### src/rtl/riscv_divcl_seq_if.sv
// Handshake and data bundle for the sequential carry-less divider.
interface riscv_divcl_seq_if;
  logic        start_i;
  logic        abort_i;
  logic [31:0] dividend_h_i;
  logic [31:0] dividend_l_i;
  logic [31:0] divisor_i;
  logic        ready_o;
  logic        valid_o;
  logic        dbz_o;
  logic [31:0] quotient_h_o;
  logic [31:0] quotient_l_o;
  logic [31:0] remainder_o;

  modport master (
    output start_i, abort_i, dividend_h_i, dividend_l_i, divisor_i,
    input  ready_o, valid_o, dbz_o, quotient_h_o, quotient_l_o, remainder_o
  );

  modport slave (
    input  start_i, abort_i, dividend_h_i, dividend_l_i, divisor_i,
    output ready_o, valid_o, dbz_o, quotient_h_o, quotient_l_o, remainder_o
  );
endinterface

### src/rtl/riscv_divcl_seq.sv
// Sequential GF(2)[x] divider: 64-bit dividend by 32-bit divisor, one quotient
// bit per cycle, MSB first, under a start/ready/valid handshake.
module riscv_divcl_seq (
  input  logic               clk,
  input  logic               rst_n,
  riscv_divcl_seq_if.slave   bus
);

  localparam int unsigned DW = 64;
  localparam int unsigned RW = 32;
  localparam int unsigned DBITS = 5;
  localparam int unsigned CBITS = 6;

  typedef enum logic [1:0] {IDLE, BUSY, DONE} state_t;

  state_t             state_q, state_d;
  logic [DW-1:0]      a_q;
  logic [DW-1:0]      q_q;
  logic [RW-1:0]      b_q;
  logic [RW-1:0]      r_q;
  logic [DBITS-1:0]   d_q;
  logic [CBITS-1:0]   cnt_q;
  logic               dbz_q;
  logic               ready_q;
  logic               valid_q;

  logic               accept_c;
  logic               accept_dbz_c;
  logic               iterate_c;
  logic [DBITS-1:0]   msb_c;
  logic [RW-1:0]      r_shift_c;
  logic               q_bit_c;
  logic [RW-1:0]      r_iter_c;

  // Degree of the incoming divisor (highest set bit wins).
  always_comb begin
    msb_c = '0;
    for (int i = 0; i < int'(RW); i++) begin
      if (bus.divisor_i[i]) msb_c = DBITS'(i);
    end
  end

  // One long-division step; deg(R) < d keeps the shifted value inside 32 bits.
  always_comb begin
    r_shift_c = {r_q[RW-2:0], a_q[DW-1]};
    q_bit_c   = r_shift_c[d_q];
    r_iter_c  = q_bit_c ? (r_shift_c ^ b_q) : r_shift_c;
  end

  always_ff @(posedge clk or negedge rst_n) begin
    if (!rst_n) state_q <= IDLE;
    else        state_q <= state_d;
  end

  // Next state and datapath enables; abort overrides everything.
  always_comb begin
    state_d      = state_q;
    accept_c     = 1'b0;
    accept_dbz_c = 1'b0;
    iterate_c    = 1'b0;
    case (state_q)
      IDLE: begin
        if (bus.start_i) begin
          if (bus.divisor_i != '0) begin
            state_d  = BUSY;
            accept_c = 1'b1;
          end else begin
            state_d      = DONE;
            accept_dbz_c = 1'b1;
          end
        end
      end
      BUSY: begin
        iterate_c = 1'b1;
        if (cnt_q == '0) state_d = DONE;
      end
      DONE:    state_d = IDLE;
      default: state_d = IDLE;
    endcase
    if (bus.abort_i) begin
      state_d      = IDLE;
      accept_c     = 1'b0;
      accept_dbz_c = 1'b0;
      iterate_c    = 1'b0;
    end
  end

  always_ff @(posedge clk or negedge rst_n) begin
    if (!rst_n) begin
      a_q     <= '0;
      b_q     <= '0;
      d_q     <= '0;
      cnt_q   <= '0;
      q_q     <= '0;
      r_q     <= '0;
      dbz_q   <= 1'b0;
      ready_q <= 1'b1;
      valid_q <= 1'b0;
    end else begin
      if (accept_c) begin
        a_q   <= {bus.dividend_h_i, bus.dividend_l_i};
        b_q   <= bus.divisor_i;
        d_q   <= msb_c;
        q_q   <= '0;
        r_q   <= '0;
        cnt_q <= CBITS'(DW - 1);
        dbz_q <= 1'b0;
      end else if (accept_dbz_c) begin
        q_q   <= '0;
        r_q   <= bus.dividend_l_i;
        dbz_q <= 1'b1;
      end else if (iterate_c) begin
        a_q   <= {a_q[DW-2:0], 1'b0};
        r_q   <= r_iter_c;
        q_q   <= {q_q[DW-2:0], q_bit_c};
        cnt_q <= cnt_q - CBITS'(1);
      end
      ready_q <= (state_d == IDLE);
      valid_q <= (state_d == DONE);
    end
  end

  assign bus.ready_o      = ready_q;
  assign bus.valid_o      = valid_q;
  assign bus.dbz_o        = dbz_q;
  assign bus.quotient_h_o = q_q[DW-1:RW];
  assign bus.quotient_l_o = q_q[RW-1:0];
  assign bus.remainder_o  = r_q;

endmodule

### src/flat_wrapper.sv
// flat-port wrapper written by rule: the top's interface ports become plain ports
module riscv_divcl_seq_flat 
  (clk, rst_n, bus_start_i, bus_abort_i, bus_dividend_h_i, bus_dividend_l_i, bus_divisor_i, bus_ready_o, bus_valid_o, bus_dbz_o, bus_quotient_h_o, bus_quotient_l_o, bus_remainder_o);
  riscv_divcl_seq_if bus_i ();
  input  logic clk;
  input  logic rst_n;
  input wire logic [$bits(bus_i.start_i)-1:0] bus_start_i;
  input wire logic [$bits(bus_i.abort_i)-1:0] bus_abort_i;
  input wire logic [$bits(bus_i.dividend_h_i)-1:0] bus_dividend_h_i;
  input wire logic [$bits(bus_i.dividend_l_i)-1:0] bus_dividend_l_i;
  input wire logic [$bits(bus_i.divisor_i)-1:0] bus_divisor_i;
  output wire logic [$bits(bus_i.ready_o)-1:0] bus_ready_o;
  output wire logic [$bits(bus_i.valid_o)-1:0] bus_valid_o;
  output wire logic [$bits(bus_i.dbz_o)-1:0] bus_dbz_o;
  output wire logic [$bits(bus_i.quotient_h_o)-1:0] bus_quotient_h_o;
  output wire logic [$bits(bus_i.quotient_l_o)-1:0] bus_quotient_l_o;
  output wire logic [$bits(bus_i.remainder_o)-1:0] bus_remainder_o;
  assign bus_i.start_i = bus_start_i;
  assign bus_i.abort_i = bus_abort_i;
  assign bus_i.dividend_h_i = bus_dividend_h_i;
  assign bus_i.dividend_l_i = bus_dividend_l_i;
  assign bus_i.divisor_i = bus_divisor_i;
  assign bus_ready_o = bus_i.ready_o;
  assign bus_valid_o = bus_i.valid_o;
  assign bus_dbz_o = bus_i.dbz_o;
  assign bus_quotient_h_o = bus_i.quotient_h_o;
  assign bus_quotient_l_o = bus_i.quotient_l_o;
  assign bus_remainder_o = bus_i.remainder_o;
  riscv_divcl_seq u_core (.clk(clk), .rst_n(rst_n), .bus(bus_i));
endmodule
### config.mk
export PLATFORM = sky130hd
export DESIGN_NAME = riscv_divcl_seq_flat
export DESIGN_NICKNAME = d
export VERILOG_FILES = /design/src/rtl/riscv_divcl_seq_if.sv /design/src/rtl/riscv_divcl_seq.sv /design/src/flat_wrapper.sv
export SDC_FILE = /design/constraint.sdc
export NUM_CORES = 1
export LEC_CHECK = 0
export CORE_ASPECT_RATIO = 1.5
export CORE_MARGIN = 8
export CORE_UTILIZATION = 46
export CTS_CLUSTER_SIZE = 40
export DETAILED_ROUTE_END_ITERATION = 6
export PLACE_DENSITY_LB_ADDON = 0.05
export SLEW_MARGIN = 20
export SYNTH_ARGS = -nofsm -noshare
export SYNTH_HDL_FRONTEND = slang
export SYNTH_SLANG_ARGS = --single-unit
### constraint.sdc
create_clock -name clk -period 1.8 [get_ports clk]
set_input_delay 0.27 -clock clk [delete_from_list [all_inputs] [get_ports clk]]
set_output_delay 0.27 -clock clk [all_outputs]
set_load 0.02 [all_outputs]
### Yosys cells after proc, flatten, opt, wreduce, memory -nomap -nowiden

Index checks and enable logic that the tools add are counted.

* flip-flop bits (word level): 208
* bits of input ports: 100
* output and inout port bits: 99
* logic and storage cells: 87

* add/subtract/negate cells: 1
* magnitude comparators: 1
* equality and inequality tests: 3
* muxes and demuxes: 63
* bitwise logic cells: 1
* reduce and logical (&&, ||, !) cells: 8

Operators by type and width (count)
* two-way mux 64 bit: 6
* two-way mux 5 bit: 30
* two-way mux 32 bit: 4
* nonzero test 32 bit: 1
* XOR 32 bit: 1
* two-way mux 6 bit: 3
* two-way mux 1 bit: 14
* two-way mux 2 bit: 4
* zero test 6 bit: 1
* less-than comparator 5 x 6 -> 1 bit, second input constant: 1
* subtractor 6 x 1 -> 6 bit, second input constant: 1
* binary-select mux 1 bit (select 5 bit): 1
* zero test 2 bit: 2
* one-hot mux 2 bit (2 select lines): 1
* nonzero test 2 bit: 2
* nonzero test 3 bit: 1
* == test 2 x 1 -> 1 bit, second input constant: 1
* == test 2 bit, second input constant: 1
* inequality test 2 x 1 -> 1 bit, second input constant: 1
* AND reduction 2 bit: 1

### Depth between registers and ports, before layout

Gate-level depths: netlist of the first run.

* depth in word-level cells: 31
* gate-level depth with buffers: 10

### Worst setup path before layout of the first run

OpenSTA, ideal clock, no wires.

* path kind: reg-to-reg
* start: register u_core.d_q[1]
* end: register u_core.r_q[23], in the netlist u_core.bus.remainder_o[23]
* arrival time: 1.859 ns
* data required time: 1.718 ns
* slack: -0.141 ns
* cell stages (with the launch flop): 11
* path buffers: 4
* clock period less this slack: 1.941 ns
* cell sequence: dfrtp_1 buf_6 buf_12 mux2i_1 a22oi_1 nand3_1 and4_1 buf_6 buf_6 or3_1 a31oi_1

* longest elaborated chain between the ends: 6

Ends and longest elaborated chain
* from (decl): line riscv_divcl_seq.sv:21 `logic [DBITS-1:0] d_q;`
* from (signal assigned): line riscv_divcl_seq.sv:103 `d_q <= msb_c;`
* binary-select mux 1 bit (select 5 bit): line riscv_divcl_seq.sv:46 `q_bit_c = r_shift_c[d_q];`
* two-way mux 1 bit (not written as such): line riscv_divcl_seq.sv:46
* two-way mux 32 bit: line riscv_divcl_seq.sv:47 `r_iter_c = q_bit_c ? (r_shift_c ^ b_q) : r_shift_c;`
* two-way mux 32 bit: line riscv_divcl_seq.sv:112 `end else if (iterate_c) begin`
* two-way mux 32 bit: line riscv_divcl_seq.sv:108 `end else if (accept_dbz_c) begin`
* two-way mux 32 bit: line riscv_divcl_seq.sv:100 `if (accept_c) begin`
* to (signal assigned): line riscv_divcl_seq.sv:110 `r_q <= bus.dividend_l_i;`
* to (signal assigned): line riscv_divcl_seq.sv:114 `r_q <= r_iter_c;`
* to (decl): line riscv_divcl_seq.sv:20 `logic [RW-1:0] r_q;`

No other way between the ends. The select of a mux whose other input is x is not followed.
A chain may end at the register's enable or synchronous reset.

### Worst setup path after layout of the first run

* start: register u_core.d_q[1]
* end: register u_core.r_q[26], in the netlist u_core.bus.remainder_o[26]

Same word-level chain as after synthesis.

==> summary.txt, run 1 <==
Timing
  – Final setup margin: -0.329 ns
  – Worst relative slew slack: 0.724
  – Worst Tran Pin Value: 0.413 ns
  – RSZ-0062 raised after global routing: true
  – Final setup viols: 34
  – Period utilization: 1.18
  – Max frequency: approximately 470 MHz
  – Slew Viols, Final: 0
  – TNS Setup: -8.87 ns
  – Fin Clk Skew: 0.0189 ns
  – Shortest period the worst path allows: 2.13 ns
  – Final Hold Viols: 0
  – Hold slack: 0.160 ns

Critical path
  – Origin of the critical flop-to-flop path: u_core.d_q[1]$_DFFE_PN0P_
  – Worst path bufs/invs: 3
  – Worst Setup Start Kind: flip-flop
  – CP Data Required Time: 2.21 ns
  – Critical path, cell by cell: buf_6 -> buf_12 -> mux2i_1 -> a22oi_1 -> nand3_1 -> and4_4 -> buf_12 -> or3_1 -> a31oi_1
  – Worst EP arrival: 2.54 ns
  – WS Path Type: reg -> reg
  – Crit path launch: u_core.d_q[1]$_DFFE_PN0P_
  – Family with the most delay on the worst path: simple AND/OR/NAND/NOR gates
  – Worst path most repeated cell: buf_12
  – Setup crit end kind: flip-flop
  – Slowest stage delay, CP: around 0.44 ns
  – Max FO, Critical Path: 28
  – Slowest CP cell: dfrtp_1

Yosys
  – Cell variety after synth: 45
  – Asr flop ratio synth: 1.00
  – Top post-synthesis cells by count: 209 x nand2_1, 207 x dfrtp_1, 96 x a31oi_1
  – Most numerous cell in the Yosys netlist: nand2_1
  – Post-synth EDFFs: 0
  – Area share of the largest cell type after synthesis: 0.546
  – Cell count after synthesis: 1,005
  – Yosys Warn Count: 0
  – Mean cell area of the mapped netlist: approximately 9.4 sq um
  – #FFs+latches synth: 208
  – Area contributors post-synth: dfrtp_1 55%, nand2_1 8.3%, a31oi_1 6.3%
  – Mapped Area: 9490 sq um
  – Mapped Nets: 1,107
  – Area leader, netlist: dfrtp_1
  – Post-synthesis sequential area ratio: 0.549
  – Primary FF master, synth: dfrtp_1

Finish
  – Register area: 5210 sq um
  – Area grow syn2layout: 50.1%
  – Share of cells above drive strength 1: 0.189
  – Nets: 1,418
  – Final non-filler cell area: 14,200 sq um
  – Final core utilization: 0.700
  – Fillers: roughly 1,600
  – Final cell count without fillers: around 1,600
  – Multi-input gate area: 4140 sq um

Clocking
  – Clock buffer depth: 3
  – Root Buffer: clkbuf_16
  – Clk_lat worst skew: just over 0.5 ns
  – TritonCTS clock tree: yes
  – Clock sinks: roughly 210
  – CTS Buf Count: 21
  – H-tree levels: 1
  – Clk slew on worst S/H paths: ~0.070 ns

Placed design
  – Cell Area, Placed: 12,700 sq um
  – Detailed Place HPWL: 20,400 um
  – I/O Buffers: 198
  – Pre-CTS setup slack: -0.896 ns
  – Placed Instances: 1,529
  – GPL Wtd Cong: 0.855

Global route
  – First-pass GRT wire length: 46,900 um
  – Vias in the first global route: 9,045
  – Total gr overflow: 0
  – Initial antenna violation count: 3
  – Largest net degree at the start of global routing: 67
  – GRT Total Usage: 0.223

Power
  – LEAKAGE: 7.04 nW
  – Total power: 15.4 mW
  – VDD IR max: 874 uV
  – PwrDens: 1080 nW/um^2

Floorplanning
  – # IOs: between 150 and 200
  – Std cell rows: 64
  – Die H: 192 um
  – Starting density of the core: 0.467
  – Die Area: 25,600 sq um
  – Chip width: around 130 um
  – Core ar.: ~20,000 sq um

Route
  – DRT iter0 DRCs: 517
  – DRC viols: 0
  – Routed Antenna Nets: 0
  – DR vias: 8,899
  – Detailed Route WL: 29,500 um
  – Via density: ~5.6
  – DRT Pass-1 Iters: 5
  – DR WL/cell: 18.5 um

Worst hold path
  – Worst Hold Class: in -> reg
  – Worst hold path startpoint: bus_divisor_i[2]

Job
  – Max-Cap Viols: 0

Status
  – Outcome: finished with violations
  – Failing checks: setup timing
[per-layer routing]
layer  part of all wire  track usage  vias to the layer above
li1                   -            -                     4175
met1               0.40        0.267                     4433
met2               0.52        0.391                      234
met3              0.051       0.0416                       53
met4              0.023       0.0785                        4
met5            0.00078            0                        -
[repair_timing]
| item | 4_1_cts | 5_1_grt |
|---|---|---|
| gates cloned | 3 | 2 |
| hold buffers | 1 | 0 |
| gates resized for setup | 113 | 81 |
| endpoints found under the setup margin | 262 | 209 |
| endpoints found under the hold margin | 207 | 0 |
| buffers inserted | 19 | 5 |
| pin swaps | 34 | 36 |
[power by group]
part	total (mW)	internal (mW)	switching, mW
clock network	4.89	3.00	1.89
registers	5.98	5.48	0.493
logic	4.50	2.10	2.41
[state kept, by name, indices dropped and copies added, names as in the netlist]
signal and cells:
u_core.q_q 64, u_core.b_q 32, u_core.bus.remainder_o 32, u_core.bus.dbz_o 1, u_core.d_q 5, u_core.bus.valid_o 1, u_core.state_q 2, u_core.bus.ready_o 1
u_core.cnt_q 6, u_core.a_q 64
[final cells by class]
cell class	count	share of cell area
Clock inverter	12	0.0140
Sequential cell	208	0.366
Inverter	41	0.0110
Timing Repair Buffer	361	0.255
Clock buffer	26	0.0403
Tap cell	264	0.0232
Antenna cell	1	0.000176
Multi-Input combinational cell	683	0.291
[layout by cell type (no fill, tap or decap), drive strengths merged, types with 2 or more instances in the layout]
cell type / n
nand3: 5
clkdlybuf4s50: 77
bufinv: 5
nor2: 82
clkinv: 2
xnor2: 3
and3: 2
nand2b: 4
buf: 160
o21ai: 76
a31oi: 96
nand2: 209
o2bb2ai: 31
mux2i: 16
or3: 31
nand4: 2
ha: 2
a22oi: 4
dfrtp: 207
dlymetal6s2s: 43
and2: 2
nor2b: 4
clkinvlp: 4
inv: 42
nor3: 7
clkbuf: 29
nor4: 11
o31ai: 2
dlygate4sd2: 77
a22o: 66
o211ai: 2
a21oi: 14
[logic make-up (layout without fill, tap and decap cells)]
| logic type | Yosys count | after routing | synth area share |
|---|---|---|---|
| simple gates | 362 | 363 | 0.162 |
| compound gates | 298 | 298 | 0.213 |
| flops | 208 | 208 | 0.549 |
| buf+inv | 115 | 440 | 0.0535 |
| mux | 16 | 16 | 0.0169 |
| xor+xnor | 4 | 4 | 0.00369 |
| fa+ha+maj | 2 | 2 | 0.00264 |
| other cells | 0 | 1 | 0 |
[worst reg2reg max path: cells and delay by family, from the launching register on]
kind	cells	cell delay, ns
buf+inv	3	0.46
compound gates	2	0.34
mux	1	0.11
simple gates	3	0.67
flops	1	0.44
[path summary, 6_finish.rpt]
path                       slack (ns)  cells past startpoint                                      to
max                             -0.33                      9  u_core.bus.remainder_o[26]$_DFFE_PN0P_
min                              0.16                      4               u_core.b_q[2]$_DFFE_PN0P_
max reg2reg                     -0.33                      9  u_core.bus.remainder_o[26]$_DFFE_PN0P_
min reg2reg                      0.48                      2               u_core.b_q[3]$_DFFE_PN0P_
max in group asynchronous        1.02                      3              u_core.a_q[57]$_DFFE_PN0P_
min in group asynchronous        0.19                      2              u_core.q_q[43]$_DFFE_PN0P_
No activity file was read; power rests on OpenSTA's default activity.
==> inputs of run 2 (changes only) <==
--- a/config.mk
+++ b/config.mk
@@ -5,9 +5,11 @@
 export SDC_FILE = /design/constraint.sdc
 export NUM_CORES = 1
 export LEC_CHECK = 0
+export CELL_PAD_IN_SITES_DETAIL_PLACEMENT = 1
+export CELL_PAD_IN_SITES_GLOBAL_PLACEMENT = 2
 export CORE_ASPECT_RATIO = 1.5
 export CORE_MARGIN = 8
-export CORE_UTILIZATION = 46
+export CORE_UTILIZATION = 28
 export CTS_CLUSTER_SIZE = 40
 export DETAILED_ROUTE_END_ITERATION = 6
 export PLACE_DENSITY_LB_ADDON = 0.05
@@ -15,3 +17,4 @@
 export SYNTH_ARGS = -nofsm -noshare
 export SYNTH_HDL_FRONTEND = slang
 export SYNTH_SLANG_ARGS = --single-unit
+export TNS_END_PERCENT = 20
==> run 2 against run 1 <==
The flow still finishes with violations (setup timing). First-iteration DRC count decreased by 19%. Sequential power decreased by 0.7%. Clock skew decreased by 0.0047 ns. Setup slack improved by 0.047 ns. Non-clock buffer count increased by 2. Clock-buffer cell count increased by 10. Combinational power decreased by 4%. Largest cell class unchanged. Clock power increased by 3%. Flip-flop and latch count unchanged. Via count decreased by 1.5%. Register-to-register slack improved by 0.05 ns.
==> summary.txt, run 2 (synthesis gave the netlist of run 1 again) <==
Timing
  – Final setup viols: 34 (unchanged)
  – Hold slack: 0.140 ns (was 0.160 ns)
  – Shortest period the worst path allows: 2.08 ns (was 2.13 ns)
  – TNS Setup: -8.10 ns (was -8.87 ns)
  – Worst relative slew slack: 0.672 (was 0.724)
  – Final setup margin: -0.282 ns (was -0.329 ns)
  – Slew Viols, Final: 0 (unchanged)
  – Max frequency: 480 MHz (was 470 MHz)
  – Period utilization: 1.16 (was 1.18)
  – Worst Tran Pin Value: 0.492 ns (was 0.413 ns)
  – Fin Clk Skew: 0.0142 ns (was 0.0189 ns)
  – RSZ-0062 raised after global routing: true (unchanged)
  – Final Hold Viols: 0 (unchanged)

Power
  – VDD IR max: 476 uV (was 874 uV)
  – PwrDens: 1080 nW/um^2 (about the same)
  – LEAKAGE: 6.65 nW (was 7.04 nW)
  – Int Pwr: 10.5 mW (was 10.6 mW)
  – NetSw: 4.88 mW (was 4.79 mW)
  – Total power: 15.3 mW (was 15.4 mW)
  – Sequential Power Share: 0.387 (was 0.389)
  – Gate power share: 0.283 (was 0.293)
  – Clk pwr share: 0.330 (was 0.318)
  – Net Sw Frac: 0.318 (was 0.312)

Floorplanning
  – Chip width: 166 um (was 133 um)
  – Starting density of the core: 0.284 (was 0.467)
  – Die H: 241 um (was 192 um)
  – Core ar.: 33,400 sq um (was 20,300 sq um)
  – # IOs: 199 (unchanged)
  – Die Area: 40,200 sq um (was 25,600 sq um)
  – Std cell rows: 82 (was 64)

Critical path
  – Max FO, Critical Path: 26 (was 28)
  – WS Path Type: reg -> reg (unchanged)
  – Setup crit end kind: flip-flop (unchanged)
  – Worst Setup Start Kind: flip-flop (unchanged)
  – Slowest stage delay, CP: 0.42 ns (was 0.44 ns)
  – Worst path bufs/invs: 3 (unchanged)
  – Critical path, cell by cell: buf_6 -> mux2i_1 -> buf_4 -> a22oi_2 -> nand3_1 -> and4_4 -> buf_12 -> or3_4 -> a31oi_1 (was buf_6 -> buf_12 -> mux2i_1 -> a22oi_1 -> nand3_1 -> and4_4 -> buf_12 -> or3_1 -> a31oi_1)
  – Slowest CP cell: dfrtp_1 (unchanged)
  – Family with the most delay on the worst path: simple AND/OR/NAND/NOR gates (unchanged)
  – CP Data Required Time: 2.25 ns (was 2.21 ns)
  – Worst EP arrival: 2.53 ns (was 2.54 ns)

Global route
  – GRT Total Usage: 0.172 (was 0.223)
  – Vias in the first global route: 9,835 (was 9,045)
  – Total gr overflow: 0 (unchanged)
  – Largest net degree at the start of global routing: 52 (was 67)
  – Initial antenna violation count: 0 (was 3)
  – First-pass GRT wire length: 55,500 um (was 46,900 um)

Clocking
  – Clock buffer depth: 3 (unchanged)
  – H-tree levels: 1 (unchanged)
  – Clock sinks: 208 (unchanged)
  – Clk slew on worst S/H paths: 0.07 ns (about the same)
  – TritonCTS clock tree: yes (unchanged)
  – Root Buffer: clkbuf_16 (unchanged)
  – Clk_lat worst skew: 0.53 ns (was 0.51 ns)
  – CTS Buf Count: 24 (was 21)

Route
  – Via density: 4.98 (was 5.58)
  – Routed Antenna Nets: 0 (unchanged)
  – DRT iter0 DRCs: 417 (was 517)
  – DR vias: 8,762 (was 8,899)
  – DRT Pass-1 Iters: 4 (was 5)
  – DR WL/cell: 19.5 um (was 18.5 um)
  – DRC viols: 0 (unchanged)
  – Detailed Route WL: 34,300 um (was 29,500 um)

Status
  – Outcome: finished with violations (unchanged)
  – Failing checks: setup timing (unchanged)

Job
  – Max-Cap Viols: 0 (unchanged)

Finish
  – Multi-input gate area: 4000 sq um (was 4140 sq um)
  – Fillers: 3,798 (was 1,640)
  – Final cell count without fillers: 1,759 (was 1,596)
  – Area grow syn2layout: 49.3% (was 50.1%)
  – Most frequent cells in the layout: 208 x nand2_1, 207 x dfrtp_1, 131 x buf_4, 115 x dlygate4sd2_1, 95 x a31oi_1 (was 207 x dfrtp_1, 206 x nand2_1, 122 x buf_4, 85 x a31oi_1, 79 x nor2_1)
  – Commonest non-fill, non-tap cell in the layout: nand2_1 (was dfrtp_1)
  – Share of cells above drive strength 1: 0.194 (was 0.189)
  – Leading registers by flop count: u_core.a_q x64, u_core.q_q x64 (unchanged)
  – Register area: 5210 sq um (unchanged)
  – Nets: 1,422 (was 1,418)

Placed design
  – Detailed Place HPWL: 24,400 um (was 20,400 um)
  – Pre-CTS setup slack: -0.708 ns (was -0.896 ns)
  – Placed Instances: 1,690 (was 1,529)
  – I/O Buffers: 198 (unchanged)
  – GPL Wtd Cong: 0.748 (was 0.855)

Worst hold path
  – Worst Hold Class: in -> reg (unchanged)
## run 2: changes by cell type in the layout (fill, tap and decap cells not counted), sizes merged
cell,change
clkbuf,+10
clkinvlp,-3
bufinv,-3
inv,-1
clkinv,+3
nor2b,-1
dlymetal6s2s,-37
clkdlybuf4s15,+7
dlygate4sd2,+38
clkdlybuf4s50,-11
buf,+5
## run 2: layer usage
layer  track usage  wire length [um]
met5             0                 0
met4        0.0542               848
met3        0.0313              1510
met2         0.315             17700
met1         0.203             14300
## run 2: power by group through the flow
stage | logic [mW] | registers [mW] | clock network (mW)
6_report | 4.34 | 5.94 | 5.06
4_1_cts | 4.41 | 5.95 | 5.24
3_5_place_dp | 4.46 | 6.01 | 0
5_1_grt | 4.81 | 6.05 | 5.42
2_1_floorplan | 1.83 | 6.30 | 0
3_3_place_gp | 4.39 | 6.00 | 0
## run 2: layout make-up
type                       count  share of cell area
inverter                      41              0.0110
clock buffer                  36              0.0506
timing repair buffer         363               0.245
clock inverter                 8             0.00653
tap                          420              0.0371
antenna                        1            0.000177
sequential                   208               0.367
multi-input combinational    682               0.282
## run 2: what timing repair did
item / in CTS / in global routing
pin swaps: 27 / 20
resized for setup: 153 / 53
cloned: 3 / 0
buffers inserted: 20 / 0
endpoints found under the hold margin: 44 / 0
hold buffers: 1 / 0
setup endpoints to repair: 298 / 167
## run 2: final timing paths
| kind | slack (ns) | end | depth (start not counted) | startpoint |
|---|---|---|---|---|
| min in group asynchronous | 0.29 | u_core.a_q[15]$_DFFE_PN0P_ | 2 | rst_n |
| hold reg to reg | 0.49 | u_core.b_q[11]$_DFFE_PN0P_ | 2 | u_core.b_q[11]$_DFFE_PN0P_ |
| max in group asynchronous | 0.83 | u_core.q_q[14]$_DFFE_PN0P_ | 3 | rst_n |
| hold / removal | 0.14 | u_core.b_q[4]$_DFFE_PN0P_ | 4 | bus_divisor_i[4] |
| setup reg to reg | -0.28 | u_core.bus.remainder_o[18]$_DFFE_PN0P_ | 9 | u_core.d_q[1]$_DFFE_PN0P_ |
| setup / recovery | -0.28 | u_core.bus.remainder_o[18]$_DFFE_PN0P_ | 9 | u_core.d_q[1]$_DFFE_PN0P_ |
## run 2: through the flow
stage / cell area (sq um) / util
floorplan: 9490 / -
global placement: 13000 / 0.389
detailed placement: 13000 / 0.389
CTS: 14000 / 0.420
global route: 14200 / 0.424
finish: 14200 / 0.424
## run 2: worst min-delay path: stages
cell	delay, ns
dlymetal6s2s_1	0.12
buf_4	0.14
nand2_1	0.04
o21ai_0	0.05
